$ cat src/rtl/fetch_unit.sv
// Instruction fetch unit: a direct-mapped, one-word-per-entry instruction buffer in front of a
// shared instruction-memory arbiter. A hit delivers the word combinationally. A miss stalls the
// PC, issues a single read, fills the entry and then retries the lookup.
module fetch_unit #(
    parameter int unsigned ENTRIES = 4
) (
    input  logic        clk,
    input  logic        reset,
    input  logic [31:0] pc_i,
    input  logic        flush_i,
    output logic [31:0] instr_o,
    output logic        instr_valid_o,
    output logic        stall_fetch_o,
    output logic        mem_req_o,
    output logic [31:0] mem_addr_o,
    input  logic        mem_gnt_i,
    input  logic        mem_rvalid_i,
    input  logic [31:0] mem_rdata_i
);

    localparam int unsigned IW = $clog2(ENTRIES);
    localparam int unsigned TW = 30 - IW;

    typedef enum logic [1:0] {
        StLookup,
        StReq,
        StWait,
        StDrop
    } state_e;

    state_e state_q, state_d;
    logic [31:0] mem_addr_q, mem_addr_d;
    logic [ENTRIES-1:0] valid_q, valid_d;
    logic [TW-1:0] tag_q [ENTRIES];
    logic [31:0] data_q [ENTRIES];

    logic [IW-1:0] lu_idx;
    logic [TW-1:0] lu_tag;
    logic [IW-1:0] fill_idx;
    logic [TW-1:0] fill_tag;
    logic          hit;
    logic          fill_en;

    // Byte offset of the PC carries no information for word fetches.
    logic unused_pc;
    assign unused_pc = ^pc_i[1:0];

    assign lu_idx   = pc_i[2 +: IW];
    assign lu_tag   = pc_i[31 -: TW];
    assign fill_idx = mem_addr_q[2 +: IW];
    assign fill_tag = mem_addr_q[31 -: TW];
    assign hit      = valid_q[lu_idx] && (tag_q[lu_idx] == lu_tag);

    assign mem_addr_o = mem_addr_q;

    // Next-state, request/stall outputs and fill enable.
    always_comb begin
        state_d       = state_q;
        mem_addr_d    = mem_addr_q;
        fill_en       = 1'b0;
        instr_o       = data_q[lu_idx];
        instr_valid_o = 1'b0;
        stall_fetch_o = 1'b1;
        mem_req_o     = 1'b0;
        unique case (state_q)
            StLookup: begin
                if (flush_i) begin
                    stall_fetch_o = 1'b0;
                end else if (hit) begin
                    instr_valid_o = 1'b1;
                    stall_fetch_o = 1'b0;
                end else begin
                    mem_addr_d = {pc_i[31:2], 2'b00};
                    state_d    = StReq;
                end
            end
            StReq: begin
                mem_req_o = 1'b1;
                // An accepted request must be drained even when flushed.
                if (mem_gnt_i) begin
                    state_d = flush_i ? StDrop : StWait;
                end else if (flush_i) begin
                    state_d = StLookup;
                end
            end
            StWait: begin
                if (flush_i) begin
                    state_d = mem_rvalid_i ? StLookup : StDrop;
                end else if (mem_rvalid_i) begin
                    fill_en = 1'b1;
                    state_d = StLookup;
                end
            end
            StDrop: begin
                if (mem_rvalid_i) begin
                    state_d = StLookup;
                end
            end
            default: begin
                state_d = StLookup;
            end
        endcase
    end

    // Valid bits: set on fill, cleared only by reset.
    always_comb begin
        valid_d = valid_q;
        if (fill_en) begin
            valid_d[fill_idx] = 1'b1;
        end
    end

    // Control state with synchronous reset.
    always_ff @(posedge clk) begin
        if (reset) begin
            state_q    <= StLookup;
            mem_addr_q <= '0;
            valid_q    <= '0;
        end else begin
            state_q    <= state_d;
            mem_addr_q <= mem_addr_d;
            valid_q    <= valid_d;
        end
    end

    // Tag and data arrays; contents are qualified by valid_q so they carry no reset.
    always_ff @(posedge clk) begin
        if (fill_en) begin
            tag_q[fill_idx]  <= fill_tag;
            data_q[fill_idx] <= mem_rdata_i;
        end
    end

endmodule

$ cat config.mk
export PLATFORM = sky130hd
export DESIGN_NAME = fetch_unit
export DESIGN_NICKNAME = d
export VERILOG_FILES = /design/src/rtl/fetch_unit.sv
export SDC_FILE = /design/constraint.sdc
export NUM_CORES = 1
export LEC_CHECK = 0
export CORE_MARGIN = 10
export CORE_UTILIZATION = 30
export DETAILED_ROUTE_END_ITERATION = 10
export PLACE_DENSITY = 0.55
export SKIP_CTS_REPAIR_TIMING = 1
export SYNTH_ARGS = -nofsm -noshare
export SYNTH_HDL_FRONTEND = slang
export SYNTH_SLANG_ARGS = --single-unit
$ cat constraint.sdc
create_clock -name clk -period 8.9 [get_ports clk]
set_clock_uncertainty 0.1 [all_clocks]
set_input_delay 2.67 -clock clk [delete_from_list [all_inputs] [get_ports clk]]
set_output_delay 2.67 -clock clk [all_outputs]
set_load 0.01 [all_outputs]
; Word level (Yosys, flattened, before mapping)
; Memories as Yosys holds them, arrays and structs flattened.
; Cells that the tools add are included.
[totals]
register_bits = 36
ram_bits = 240
inputBits = 69
out_inout_bits = 67
word_cells = 48
memories = 2
[classes]
order_cmp = 3
n_eq_ne = 7
muxes = 25
bitwise = 3
reduce_logical = 5
[memory_table]
columns = memory, depth, word_bits, rd, rd_ports_with_merged_regs, wr, line
row1 = data_q, 4, 32, 1, 0, 1, 35  ; logic [31:0] data_q [ENTRIES];
row2 = tag_q, 4, 28, 1, 0, 1, 34  ; logic [TW-1:0] tag_q [ENTRIES];
[op_table]
columns = operator, count
row1 = 28-bit equality test, 1
row2 = 1-bit two-way mux, 15
row3 = 2-bit two-way mux, 7
row4 = 2-bit one-hot mux with 4 select lines, 1
row5 = "2-bit by 3-bit < comparator with 1-bit output, second input constant", 2
row6 = 3-bit AND reduction, 2
row7 = "2-bit equality test, second input constant", 2
row8 = "2-bit != test, second input constant", 2
row9 = 4-bit bitwise OR, 1
row10 = "3-bit != test, second input constant", 1
row11 = 1-bit binary-select mux with 2-bit select, 1
row12 = 1-bit demux with 2-bit select, 1
row13 = "2-bit by 1-bit equality test with 1-bit output, second input constant", 1
row14 = "2-bit by 1-bit greater-or-equal comparator with 1-bit output, second input constant", 1
row15 = 1-bit logical AND, 2
row16 = 2-bit logical NOT, 1
row17 = 1-bit NOT, 2

; Logic depth before layout (Yosys ltp)
[logic_depth]
ltp_word = 6
mapped_depth = 13
depth_no_buf = 7

; Worst setup path after synthesis
; Ideal clock, no wire load.
[synth_path]
path_type = input-to-reg
from = input flush_i
to = memory data_q[2][0] (enable)
setup_ns = 0.555
arrival_ns = 7.061
required_time_ns = 8.245
slack_ns = 1.185
stages = 3
path_buffers = 0
path_cell_list = nor2_1 > nand3_1 > nor3_1
[synth_between]
elab_chain_len = 4
[synth_rtl]
columns = element, line
row1 = "start, declared", 10  ; input logic flush_i,
row2 = 1-bit two-way mux, 87  ; if (flush_i) begin
row3 = 1-bit two-way mux, 65  ; unique case (state_q)
row4 = 1-bit two-way mux, 128  ; if (fill_en) begin
row5 = 1-bit two-way mux (not written as such), 130  ; data_q[fill_idx] <= mem_rdata_i;
row6 = "end, declared", 35
; Every way passes these cells.

; Worst setup path in the final report
[layout_path]
from = input pc_i[3]
to = output stall_fetch_o
[layout_between]
elab_chain_len = 6
word_cells_on_any_way = 8
cone_classes = eq/ne (1) / mux (5) / reduce/logical (1) / memory (1)
[layout_rtl]
columns = element, line
row1 = "start, declared", 9  ; input logic [31:0] pc_i,
row2 = memory 4 x 28 bit / 1-bit binary-select mux with 2-bit select (equally long branches), -
row3 = 28-bit equality test / 1-bit two-way mux (equally long branches), 52  ; assign hit = valid_q[lu_idx] && (tag_q[lu_idx] == lu_tag);
row4 = 1-bit logical AND *, 52
row5 = 1-bit two-way mux *, 69  ; end else if (hit) begin
row6 = 1-bit two-way mux *, 67  ; if (flush_i) begin
row7 = 1-bit two-way mux *, 65
row8 = "end, declared", 13  ; output logic stall_fetch_o,
; Mark *: on every way between the ends. The rest lies on a longest branch, timed or not. The select of a mux whose other input is x is not followed.

==> results.ini <==
[global_route]
antenna_found_initial = 1
track_usage_pct = 11.5
grt_overflow = 0
grt_pass1_vias = 6512
grt_pass1_wl_um = 41500
grt_max_degree = 68

[place]
gp_congestion = 0.703
numPortBuffers = 131
hpwl_um = 16900
dp_slack_ns = 0.305
place_area_um2 = 13200

[timing]
period_share_pct = 96.8
drv_slew = 0
rsz0062_at_grt = false
fmax_mhz = 116
worstMarginPinSlew_ns = 1.20
finalSetupViolations = 0
maxSlewHeadroom_pct = 20.1
finalWorstSetupSlack_ns = 0.288
final_hold_viol_count = 0
post-route-min-period_ns = 8.61
setup_tns_ns = 0

[power]
powerDensity_nw_per_um2 = 204
peakVddDrop_mv = 0.168
p_sw_share_pct = 21.8
seq_power_share_pct = 50.9
power_frac_comb_pct = 8.9
p_int_uw = 2260
p_switching_uw = 628
clkPwrFrac_pct = 40.2
p_leak_uw = 0.00459

[yosys]
synth_most_common_cell = edfxtp_1
synth_async_sr_flop_share_pct = 0
syn_avg_cell_area_um2 = 16.6
yosysSeqAreaShare_pct = 70.2
netlist_top_cells_area = edfxtp_1, mux4_2, dfxtp_1
synth-edff-count = 240
yosysUniqueCellTypes = 41
netlist_area_um2 = 11300
ys_ff_latch = 276
synth_top_area_share_pct = 63.9
synth_commonest_cells = edfxtp_1, mux4_2, nor2_1, nand2_1, dfxtp_1
synthFlopType = edfxtp_1
ys_warn_count = 0
synth_area_leader_cell = edfxtp_1
netlist_instances = 681

[layout]
stdcell_area_um2 = 14100
diodes = 0
nets = 891
area_growth_pct = 24.9
drive_above_1_share_pct = 15.0

[route]
vias = 6401
routed_via_density = 4.75
drt_first_pass_iters = 4
ant_nets = 0
wire_per_inst_um = 20.1
routed_wl_um = 27100
drt_iter0_markers = 272
drc_errors = 0

[flow_run]
maxCapViolCount = 0

[floorplan]
row_count = 70
num_io_pins = 136
placeableCoreArea_um2 = 36900
dieArea_um2 = 45800
die_x_um = 214
fp.dieH_um = 214
start_util_pct = 30.6

[critical_path]
crit_chain = buf_4, mux2i_1, nor3b_1, a2111oi_0, buf_4, nand4_1, nor4_4, buf_4, a21oi_1, or3_1, clkdlybuf4s50_1
crit_top_cell = buf_4
worst_path_largest_cell_delay_ns = 0.55
arrival_ns = 5.84
critical_path_class = in2out
startpoint_type = primary input
slowest_stage = a2111oi_0
required_ns = 6.13
endpoint_kind = output pin
path_max_fanout = 20

[run_status]
status = complete, no violations

[cts]
cts_buffers = 29
cts_tree = done
clk-insertion-delay-late_ns = 0.55
clk_path_buf_depth = 3
clk_pin_slew_ns = 0.06
clockRootBuffer = clkbuf_16
htreeDepth = 1
clock_sink_count = 276

[worst_hold_path]
hp-class = reg2reg

==> routing by layer <==
layer,routed length [µm],track usage [%],vias up
met5,13,0,-
met4,429,2.24,2
met3,1410,2.73,36
met2,13200,19.3,149
met1,12100,14.7,3246
li1,-,-,2968
==> kinds of logic (layout without fill, tap and decap cells) <==
logic type / Yosys count / count (layout) / share of synthesized area, %
other: 1 / 2 / 0.0332
AND/OR/NAND/NOR: 170 / 170 / 7.90
buffers and inverters: 50 / 212 / 2.37
XOR/XNOR: 29 / 29 / 2.25
multiplexers: 69 / 69 / 11.6
AO/OA/AOI/OAI: 86 / 86 / 5.64
flip-flops: 276 / 276 / 70.2
==> flip-flops by register name, indices dropped and copies added (netlist names) <==
signal and flops:
data_q 128, tag_q 112, mem_addr_o 30, valid_q 4, state_q 2
==> layout by cell type (no fill, tap or decap), drive strengths merged, types with 2 or more instances in the layout <==
cell type	instances
a22oi	3
nor3b	2
a21oi	5
o32ai	2
xnor2	18
clkbuf	40
nand3b	31
clkinv	9
nor2	45
edfxtp	240
mux2i	20
dfxtp	36
nand4	5
mux4	49
nor2b	31
clkdlybuf4s50	128
o31ai	3
nor3	8
a311o	30
or3	2
nand2	38
buf	27
conb	2
bufinv	2
o21ai	33
xor2	11
o22ai	3
nand3	5
inv	5
==> stage by stage <==
stage	hold slack, ns	power, µW	utilization (%)	std cells
2_1_floorplan	0.340	1620	-	682
3_3_place_gp	0.353	1750	35.8	1295
3_5_place_dp	0.360	1760	35.8	1295
4_1_cts	0.373	2930	38.2	1348
5_1_grt	0.406	3000	38.2	1348
6_report	0.368	2880	38.2	1348
==> layout make-up <==
cell class | count | area, µm²
clock buffers | 40 | 797
clock inverters | 13 | 119
fillers | 3436 | 22800
inverters | 4 | 15.0
multi-input cells | 356 | 3130
flip-flops and latches | 276 | 7930
well taps | 504 | 631
repair buffers | 155 | 1480
==> worst max-delay path: cells and delay by family <==
kind | cells | cell delay (ns)
simple gates | 4 | 0.93
compound gates | 2 | 0.63
mux | 1 | 0.37
buf+inv | 4 | 1.23
==> power by group through the flow <==
stage                     combinational, µW  clock, µW  sequential [µW]
after floorplan                         120          0             1500
after global placement                  258          0             1490
after detailed placement                261          0             1500
after CTS                               262       1190             1470
after global routing                    279       1250             1470
final                                   256       1160             1470
==> path summary, 6_finish.rpt <==
check	endpoint	start	cells past startpoint	slack, ns
min reg2reg	valid_q[1]$_SDFFE_PP0P_	valid_q[1]$_SDFFE_PP0P_	2	0.37
max	stall_fetch_o	pc_i[3]	11	0.29
min	valid_q[1]$_SDFFE_PP0P_	valid_q[1]$_SDFFE_PP0P_	2	0.37
max reg2reg	mem_addr_o[7]$_SDFFE_PP0P_	tag_q[3][17]$_DFFE_PP_	10	5.68
Note: power is estimated with default switching activity, not from simulation.
